**config.mk**
```make
export PLATFORM = sky130hd
export DESIGN_NAME = c_serial_encode
export DESIGN_NICKNAME = d
export VERILOG_FILES = /design/src/rtl/c_serial_encode_pkg.sv /design/src/rtl/c_prio_lowest.sv /design/src/rtl/c_serial_encode.sv
export SDC_FILE = /design/constraint.sdc
export NUM_CORES = 1
export LEC_CHECK = 0
export CAP_MARGIN = 5
export CORE_MARGIN = 8
export CORE_UTILIZATION = 38
export DETAILED_ROUTE_END_ITERATION = 7
export GPL_ROUTABILITY_DRIVEN = 0
export PLACE_DENSITY = 0.67
export SETUP_SLACK_MARGIN = 0.02
export SYNTH_ARGS = -nofsm -noshare
export SYNTH_HDL_FRONTEND = slang
export SYNTH_SLANG_ARGS = --single-unit
```
**constraint.sdc**
```tcl
create_clock -name clk -period 5.95 [get_ports clk]
set_input_delay 0.595 -clock clk [delete_from_list [all_inputs] [get_ports clk]]
set_output_delay 0.595 -clock clk [all_outputs]
set_load 0.005 [all_outputs]
```
**src/rtl/c_serial_encode_pkg.sv**
```systemverilog
// Shared helpers and state encoding for the serial vector-to-index encoder.
package c_serial_encode_pkg;

   typedef enum logic {
      IDLE = 1'b0,
      BUSY = 1'b1
   } state_t;

   // Ceiling log2, never less than 1 so single-port configurations still get an index bit.
   function automatic int clogb(input int value);
      int result;
      result = 1;
      while ((1 << result) < value) begin
         result++;
      end
      return result;
   endfunction

endpackage

```
**src/rtl/c_prio_lowest.sv**
```systemverilog
// Lowest-set-bit finder: one-hot of the leftmost (lowest position) set bit plus its binary position.
module c_prio_lowest #(
   parameter int num_ports = 8,
   parameter int width     = 3
) (
   input  logic [0:num_ports-1] vec,
   output logic [0:num_ports-1] onehot,
   output logic [width-1:0]     index
);

   logic found;

   always_comb begin
      onehot = '0;
      index  = '0;
      found  = 1'b0;
      for (int i = 0; i < num_ports; i++) begin
         if (!found && vec[i]) begin
            found     = 1'b1;
            onehot[i] = 1'b1;
            index     = width'(i);
         end
      end
   end

endmodule

```
**src/rtl/c_serial_encode.sv**
```systemverilog
// Serializes a multi-hot port vector into one rotated binary index per output beat,
// lowest position first, flagging the final index of each vector.
//
// state | meaning
// IDLE  | no pending bits; in_ready high, out_valid low
// BUSY  | pending holds unsent bits; one index offered per cycle
module c_serial_encode
   import c_serial_encode_pkg::*;
#(
   parameter int num_ports = 8,
   parameter int offset    = 0,
   parameter int width     = clogb(num_ports)
) (
   input  logic                 clk,
   input  logic                 reset,
   input  logic                 in_valid,
   output logic                 in_ready,
   input  logic [0:num_ports-1] in_vec,
   output logic                 out_valid,
   input  logic                 out_ready,
   output logic [0:width-1]     out_index,
   output logic                 out_last
);

   localparam int unsigned off_mod = offset % num_ports;

   state_t                 state, state_nxt;
   logic [0:num_ports-1]   pending, pending_nxt;
   logic [0:num_ports-1]   low_onehot;
   logic [width-1:0]       p_min;
   logic [width:0]         sum, rot;
   logic                   busy, beat, load;

   c_prio_lowest #(
      .num_ports (num_ports),
      .width     (width)
   ) u_prio (
      .vec    (pending),
      .onehot (low_onehot),
      .index  (p_min)
   );

   // Sum is one bit wider than the index so a single conditional subtract performs the mod.
   always_comb begin
      sum = {1'b0, p_min} + (width+1)'(off_mod);
      rot = sum;
      if (sum >= (width+1)'(num_ports)) begin
         rot = sum - (width+1)'(num_ports);
      end
   end

   assign busy      = (state == BUSY);
   assign out_valid = busy;
   assign out_last  = busy && (pending == low_onehot);
   assign out_index = busy ? width'(rot) : '0;
   assign beat      = busy && out_ready;
   assign in_ready  = !busy || (beat && out_last);
   assign load      = in_valid && in_ready;

   always_comb begin
      state_nxt   = state;
      pending_nxt = pending;
      if (beat) begin
         pending_nxt = pending & ~low_onehot;
         if (out_last) begin
            state_nxt = IDLE;
         end
      end
      if (load) begin
         pending_nxt = in_vec;
         state_nxt   = (|in_vec) ? BUSY : IDLE;
      end
   end

   always_ff @(posedge clk or negedge reset) begin
      if (!reset) begin
         state   <= IDLE;
         pending <= '0;
      end else begin
         state   <= state_nxt;
         pending <= pending_nxt;
      end
   end

endmodule
```
-- After elaboration in Yosys (flattened, before gate mapping)
Cells that the tools add are included.
- bits of input ports: 12
- logic and storage cells: 60
- ROM bits: 0
- register bits: 9
- bits in latches: 0
- output and inout port bits: 6
- bits in writable memories: 0
- memories: 0
- reductions and logical operators: 24
- bitwise operators: 2
- eq/ne operators: 1
- multiply operators: 0
- divide/modulo/power cells: 0
- add/subtract/negate cells: 1
- shifts and indexed selects: 0
- $lt $le $gt $ge: 1
- muxes and demuxes: 29
- operators with widths (kind ; count):
    $mux W1 ; 19
    $mux W3 ; 6
    $mux W8 ; 2
    $logic_and A1 B1 Y1 ; 11
    $and A8 B8 Y8 ; 1
    $eq A8 B8 Y1 ; 1
    $logic_not A1 Y1 ; 8
    $not A8 Y8 ; 1
    $reduce_or A8 Y1 ; 1
    $ge A3 B4 Y1 const B ; 1
    $mux W2 ; 2
    $reduce_bool A2 Y1 ; 2
    $sub A3 B1 Y3 const B ; 1
    $reduce_and A2 Y1 ; 1
    $logic_or A1 B1 Y1 ; 1

-- Logic depth before layout (Yosys ltp)
Gate-level depths: netlist (run 1).
- depth in word-level cells: 29
- depth in mapped cells: 7
- mapped depth without buffers: 5

-- Hierarchy
From an unflattened synthesis (run 1), not the netlist that was laid out.
- cells, all modules: 112
- area total of the unflattened synthesis: 970.9 µm²
- modules (own cells, without submodules) (module ; cells an instance ; seq. area each (µm²) ; area each (µm²) ; instances):
    c_serial_encode ; 91 ; 225.2 ; 823.3 ; 1
    c_prio_lowest ; 21 ; 0.0 ; 147.6 ; 1

-- Least setup slack after synthesis (run 1)
OpenSTA, ideal clock, no wires.
- path kind: reg-to-reg
- from: register pending[0] (netlist name)
- to: register pending[2] (netlist name)
- slack: 3.624 ns
- clock period less this slack: 2.326 ns
- data arrival time: 2.201 ns
- cell stages (with the launch flop): 8
- data required time: 5.825 ns
- path buffers: 2
- library setup time: 0.125 ns
- cells stage by stage: dfrtp_1 buf_6 or4_4 buf_6 a2111oi_4 o31ai_2 a21boi_4 mux2_4
- word-level cells in the longest chain between the ends: 28
- elaborated cells on any way between the ends: 38
- classes of those cells: eq/ne: 1; mux: 16; bitwise: 2; reduce/logical: 19
- ends and longest elaborated chain (element ; RTL line ; text):
    from (decl) ; c_serial_encode.sv:28 ; logic [0:num_ports-1] pending, pending_nxt;
    from (signal assigned) ; c_serial_encode.sv:81 ; pending <= pending_nxt;
    $mux W1 ; c_prio_lowest.sv:18 ; if (!found && vec[i]) begin
    $logic_not A1 Y1 ; c_prio_lowest.sv:18 ;
    $logic_and A1 B1 Y1 ; c_prio_lowest.sv:18 ;
    $mux W1 ; c_prio_lowest.sv:18 ;
    $logic_not A1 Y1 ; c_prio_lowest.sv:18 ;
    $logic_and A1 B1 Y1 ; c_prio_lowest.sv:18 ;
    $mux W1 ; c_prio_lowest.sv:18 ;
    $logic_not A1 Y1 ; c_prio_lowest.sv:18 ;
    (+12 left out) ; - ;
    $logic_and A1 B1 Y1 ; c_prio_lowest.sv:18 ;
    $mux W1 ; c_prio_lowest.sv:18 ;
    $eq A8 B8 Y1 ; c_serial_encode.sv:54 ; assign out_last = busy && (pending == low_onehot);
    $logic_and A1 B1 Y1 ; c_serial_encode.sv:54 ;
    $logic_and A1 B1 Y1 ; c_serial_encode.sv:57 ; assign in_ready = !busy || (beat && out_last);
    $logic_or A1 B1 Y1 ; c_serial_encode.sv:57 ;
    $logic_and A1 B1 Y1 ; c_serial_encode.sv:58 ; assign load = in_valid && in_ready;
    $mux W8 or $reduce_bool A2 Y1 (tied branches) ; - ;
Several ways; a longest one is shown, not always the timed one. The select of a mux whose other input is x is not followed.
A chain may end at the register's enable or synchronous reset.

-- Worst setup path after layout (run 1)
- from: register pending[3] (netlist name)
- to: output port in_ready
- word-level cells in the longest chain between the ends: 18
- elaborated cells on any way between the ends: 22
- classes of those cells: eq/ne: 1; mux: 9; reduce/logical: 12
- ends and longest elaborated chain (element ; RTL line ; text):
    $logic_and A1 B1 Y1 ; c_prio_lowest.sv:18 ;
    $mux W1 ; c_prio_lowest.sv:18 ;
    $logic_not A1 Y1 ; c_prio_lowest.sv:18 ;
    $logic_and A1 B1 Y1 ; c_prio_lowest.sv:18 ;
    $mux W1 ; c_prio_lowest.sv:18 ;
    $logic_not A1 Y1 ; c_prio_lowest.sv:18 ;
    $logic_and A1 B1 Y1 ; c_prio_lowest.sv:18 ;
    $mux W1 ; c_prio_lowest.sv:18 ;
    (+2 left out) ; - ;
    $mux W1 ; c_prio_lowest.sv:18 ;
    $logic_not A1 Y1 ; c_prio_lowest.sv:18 ;
    $logic_and A1 B1 Y1 ; c_prio_lowest.sv:18 ;
    $mux W1 ; c_prio_lowest.sv:18 ;
    $eq A8 B8 Y1 * ; c_serial_encode.sv:54 ;
    $logic_and A1 B1 Y1 * ; c_serial_encode.sv:54 ;
    $logic_and A1 B1 Y1 * ; c_serial_encode.sv:57 ;
    $logic_or A1 B1 Y1 * ; c_serial_encode.sv:57 ;
    to (decl) ; c_serial_encode.sv:17 ; output logic in_ready,
Mark *: on every way between the ends. The rest lies on a longest branch, timed or not.

==> key figures, run 1 <==
Routing
  • WL/cell: 15.9 um
  • Total Routed Length: 1.56 mm
  • DR vias: 555
  • Antenna Nets Post-Route: 0
  • First-pass DRT Iterations: 4
  • Vias/cell: 5.66
  • DRC errors left: 0
  • Iteration-0 DRC Markers: 9

Clocking
  • CTS resizes: 0
  • TritonCTS clock tree: built
  • Max clock buf depth: 2
  • CTS sink cnt: 9
  • Clock latency on the worst-skew pair: 260 ps
  • Num CTS Buffers: 3
  • Root buf cell: clkbuf_4
  • Clock Pin Slew Worst Setup and Hold Paths: 60 ps
  • Htree depth: 1
  • Post CTS Setup Buffer Count: 0
  • Post-CTS Hold Buffers: 0

Synth
  • Seq cells post-synth: 9
  • Seq/Total Area, Yosys: 34.5%
  • Synthesized area per cell: 10.5 um^2
  • Post-Synthesis Net Count: 74
  • Post-Syn Area: 653 um^2
  • Unique masters post-synth: 24
  • Cell count after synthesis: 62
  • Yosys Warn Count: 0

Cells and area
  • Layout cell share with drive strength beyond 1: 14.8%
  • Inserted Diodes: 0
  • Number of fill cells: 153
  • Cell area after layout: 848 um^2
  • Area Growth Syn to Fin: 29.9%
  • Most common cell after layout, fill and taps aside: clkdlybuf4s50_1
  • Final #Nets: 94
  • Most frequent cells in the layout: 17 x clkdlybuf4s50_1, 9 x dfrtp_1, 6 x inv_1
  • Post-route core utilization: 50.8%

Floorplan
  • Die Wd: 57.5 um
  • Initial Utilization: 39.1%
  • Site Rows: 15
  • Die ar.: 3300 um^2
  • Num ports: 18
  • Die H: 57.5 um
  • Core Region: 1670 um^2

GRT
  • Total GRT Usage: 10.6%
  • Total grt overflow: 0
  • Initial antenna violation count: 0
  • Largest net degree at the start of global routing: 10
  • Vias in the first global route: 576
  • First-pass GRT wire length: 2.67 mm

Power
  • Leakage: 0.351 nW
  • Pwr Density: 551 nW/um^2
  • VDD IR max: 250 uV
  • Total power: 0.467 mW

Critical path
  • Startpoint types: flop
  • Critical Path Source: pending[3]$_DFFE_PN0P_
  • Crit Path Class: flop to output pin
  • Crit. End Element: output pin
  • CP Max Fanout: 6
  • Critical Path RT: 5360 ps
  • Reg2reg start: pending[3]$_DFFE_PN0P_
  • Worst Path Arrival: 2450 ps

Timing
  • Count of final hold-check violations: 0
  • Minimum clock period: 3050 ps
  • RSZ-0062 raised after global routing: false
  • Relative slew slack: 73.2%
  • Setup-failing EPs final: 0
  • Final worst-path cycle share: 51.2%
  • Setup TNS: 0 ps
  • Final slew viol count: 0
  • Hold Slack: 626 ps
  • Layout Skew: 3.85 ps
  • Max Fclk: 328 MHz
  • Slew @ Worst Pin: 400 ps

Job
  • Max-Cap Viols: 0

Outcome
  • Outcome: finished clean

Min path
  • HP Class: input port to async pin

Placed design
  • PortBufs: 17
  • Placed cell areas: 822 um^2
  • DP HPWL: 1.23 mm
synth_stat cells:
master,number,area [um^2]
mux2i_1,3,30.0
nand2_1,5,18.8
o21ai_0,2,10.0
nor4_1,2,12.5
a211o_1,2,17.5
or4_1,3,22.5
or4_4,1,11.3
nor2_1,5,18.8
a21boi_4,1,18.8
a21oi_1,3,15.0
inv_1,6,22.5
mux2_4,4,60.1
a21boi_0,1,7.51
o21bai_1,1,7.51
o31ai_2,1,12.5
a2111oi_4,2,55.1
a31oi_1,1,6.26
nor3b_1,1,7.51
o31a_1,1,8.76
o41ai_1,2,17.5
a32o_1,1,10.0
buf_6,2,22.5
dfrtp_1,9,225
nor3_1,3,15.0
cell type report:
class / instances / area [um^2] / share of cell area, %
multi-input cells: 45 / 383 / 45.1
flip-flops and latches: 9 / 225 / 26.5
repair buffers: 17 / 170 / 20.1
clock buffers: 4 / 26.3 / 3.10
inverters: 6 / 22.5 / 2.65
well taps: 17 / 21.3 / 2.51
kinds of logic after synthesis:
| group | count (synthesis) | synth area share [%] |
|---|---|---|
| flip-flops | 9 | 34.5 |
| AND/OR/NAND/NOR | 20 | 16.3 |
| multiplexers | 7 | 13.8 |
| AO/OA/AOI/OAI | 18 | 28.5 |
| buffers and inverters | 8 | 6.90 |
routing by layer:
metal  track usage, %  routed length [um]
met2             15.6                 718
met1             13.0                 744
met3             2.02                  69
met4             8.57                  26
met5                0                   0
worst paths after layout:
path / endpoint / slack, ps / depth (start not counted)
min: pending[0]$_DFFE_PN0P_ / 630 / 1
max in group asynchronous: pending[5]$_DFFE_PN0P_ / 5040 / 1
min in group clk: out_valid$_DFFE_PN0P_ / 640 / 2
min reg2reg: out_valid$_DFFE_PN0P_ / 640 / 2
max reg2reg: pending[4]$_DFFE_PN0P_ / 3540 / 5
max: in_ready / 2900 / 5
metrics by stage:
| step | setup WS [ps] | std cells |
|---|---|---|
| after global routing | 2780 | 98 |
| after detailed placement | 3180 | 94 |
| after CTS | 2890 | 98 |
| final | 2900 | 98 |
| after floorplan | 3620 | 62 |
| after global placement | 3220 | 94 |
critical path: stages, from the launching register on:
cell and delay [ps]:
dfrtp_1 430, or4_4 620, a2111oi_4 380, o31ai_2 140
nand2_1 110, clkdlybuf4s50_1 510
where the power goes:
part           switching, mW  internal (mW)  leakage [nW]
registers             0.0580         0.0863         0.112
clock network         0.0211         0.0258        0.0150
logic                  0.113          0.163         0.223
sequential cells by signal, indices dropped and copies added, names as in the netlist:
signal and cells:
pending 8, out_valid 1
(Power assumes the default switching activity.)
==> run 2, diff against run 1 <==
- PLACE_DENSITY: 0.67 -> 0.69
- clock period: 5.95 -> 2.45 ns (I/O delays scaled with it)
==> key figures, run 2 (synthesis results as in run 1) <==
Timing
  • Hold Slack: 283 ps (was 626 ps)
  • Count of final hold-check violations: 0 (unchanged)
  • Slew @ Worst Pin: 413 ps (was 400 ps)
  • Layout Skew: 2.82 ps (was 3.85 ps)
  • Slack of the critical path: 160 ps (was 2900 ps)
  • Final slew viol count: 0 (unchanged)
  • RSZ-0062 raised after global routing: false (unchanged)
  • Setup TNS: 0 ps (unchanged)
  • Final worst-path cycle share: 93.5%
  • Relative slew slack: 72.4% (was 73.2%)
  • Setup-failing EPs final: 0 (unchanged)
  • Minimum clock period: 2290 ps
  • Max Fclk: 437 MHz

GRT
  • First-pass GRT wire length: 2.89 mm (was 2.67 mm)
  • Largest net degree at the start of global routing: 10 (unchanged)
  • Met3 usage: 3.14% (was 2.02%)
  • Grt met2 use: 17.4% (was 15.6%)
  • Total GRT Usage: 11.2% (was 10.6%)
  • Total grt overflow: 0 (unchanged)
  • GR peak layer: met2 (unchanged)
  • Met1 GRT Util: 13.0% (about the same)
  • Initial antenna violation count: 0 (unchanged)
  • Vias in the first global route: 615 (was 576)

Floorplan
  • Die ar.: 3300 um^2 (unchanged)
  • Site Rows: 15 (unchanged)
  • Die Wd: 57.5 um (unchanged)
  • Die H: 57.5 um (unchanged)
  • Initial Utilization: 39.1% (unchanged)
  • Core Region: 1670 um^2 (unchanged)
  • Num ports: 18 (unchanged)

Critical path
  • Critical Path RT: 2600 ps (was 5360 ps)
  • Crit Path Class: flop to flop (was flop to output pin)
  • Startpoint types: flop (unchanged)
  • CP Max Fanout: 5 (was 6)
  • Crit. End Element: flop (was output pin)
  • Worst Path Arrival: 2440 ps (was 2450 ps)

Outcome
  • Outcome: finished clean (unchanged)

Routing
  • Iteration-0 DRC Markers: 9 (unchanged)
  • DRC errors left: 0 (unchanged)
  • Total Routed Length: 1.73 mm (was 1.56 mm)
  • WL/cell: 15.6 um (was 15.9 um)
  • Vias/cell: 5.41 (was 5.66)
  • First-pass DRT Iterations: 4 (unchanged)
  • Antenna Nets Post-Route: 0 (unchanged)
  • DR vias: 600 (was 555)

Cells and area
  • Largest register FFs: 8 (unchanged)
  • Final #Nets: 107 (was 94)
  • Largest reg by FF count: pending (unchanged)
  • Inserted Diodes: 0 (unchanged)
  • Most frequent cells in the layout: 13 x clkdlybuf4s50_1, 13 x buf_4, 9 x dfrtp_1 (was 17 x clkdlybuf4s50_1, 9 x dfrtp_1, 6 x inv_1)
  • Finished Layout Cells: 111 (was 98)
  • Layout cell share with drive strength beyond 1: 28.7% (was 14.8%)
  • Cell area after layout: 973 um^2 (was 848 um^2)
  • Area Growth Syn to Fin: 49.0% (was 29.9%)

Clocking
  • Num CTS Buffers: 3 (unchanged)
  • Clock Pin Slew Worst Setup and Hold Paths: 60 ps (about the same)
  • Clock latency on the worst-skew pair: 260 ps (about the same)
  • Htree depth: 1 (unchanged)
  • Root buf cell: clkbuf_4 (unchanged)
  • Post-CTS Hold Buffers: 0 (unchanged)
  • Max clock buf depth: 2 (unchanged)
  • TritonCTS clock tree: built (unchanged)
  • CTS sink cnt: 9 (unchanged)

Placed design
  • PortBufs: 17 (unchanged)
  • DP HPWL: 1.33 mm (was 1.23 mm)
  • Cells after DPL: 102 (was 94)
  • Placed cell areas: 882 um^2 (was 822 um^2)
  • Dpl ws: 96.0 ps (was 3180 ps)

Power
  • VDD IR max: 705 uV (was 250 uV)
  • Pwr Density: 1320 nW/um^2 (was 551 nW/um^2)
  • Leakage: 0.454 nW (was 0.351 nW)

Min path
  • HP Class: input port to async pin (unchanged)

Job
  • Max-Cap Viols: 0 (unchanged)
## run 2: cell count changes in the layout (fill, tap and decap cells not counted)
cell and delta:
buf_4 +13, clkbuf_1 -1, clkdlybuf4s50_1 -4, clkinv_2 +1
dlygate4sd2_1 +2, dlymetal6s2s_1 +2, nor4_1 -1, nor4_4 +1
o31ai_2 -1, o31ai_4 +1
## run 2: layout make-up
class,count,area (um^2)
fill,144,697
multi-input combinational,45,407
timing repair buffer,30,270
sequential,9,225
clock buffer,3,22.5
inverter,6,22.5
tap,17,21.3
clock inverter,1,5.00
## run 2: final timing paths
path	from	end	slack, ps	cells past startpoint
hold reg to reg	out_valid$_DFFE_PN0P_	out_valid$_DFFE_PN0P_	660	2
hold / removal	reset	pending[6]$_DFFE_PN0P_	280	1
setup reg to reg	pending[3]$_DFFE_PN0P_	pending[2]$_DFFE_PN0P_	160	7
min in group clk	in_vec[1]	pending[1]$_DFFE_PN0P_	550	3
setup / recovery	pending[3]$_DFFE_PN0P_	pending[2]$_DFFE_PN0P_	160	7
max in group asynchronous	reset	pending[0]$_DFFE_PN0P_	1880	1
## run 2: report_power, final
group	internal (mW)	total [mW]	switching, mW
registers	0.210	0.252	0.0412
logic	0.492	0.921	0.429
clock network	0.0602	0.112	0.0519
## run 2: timing repair
action,CTS,global route
resized for setup,5,2
buffers inserted,2,3
endpoints found under the setup margin,3,6
pin swaps,5,1
## run 2: worst max-delay path: stages, from the launching register on
cell       delay (ps)
dfrtp_1           380
or4_4             620
a2111oi_4         300
o31ai_4           110
buf_4             150
a21boi_4          150
buf_4             170
mux2_4            300
## run 2: per-layer routing
metal | share of wire [%] | routed length, um | vias up
met2 | 48 | 824 | 19
li1 | - | - | 302
met1 | 45 | 777 | 275
met4 | 2.7 | 47 | 0
met3 | 4.5 | 78 | 4
met5 | 0 | 0 | -
## run 2: metrics by stage
stage | power [mW] | util [%]
floorplan | 0.779 | -
global placement | 1.09 | 52.8
detailed placement | 1.10 | 52.8
CTS | 1.26 | 56.6
global route | 1.38 | 58.3
finish | 1.28 | 58.3
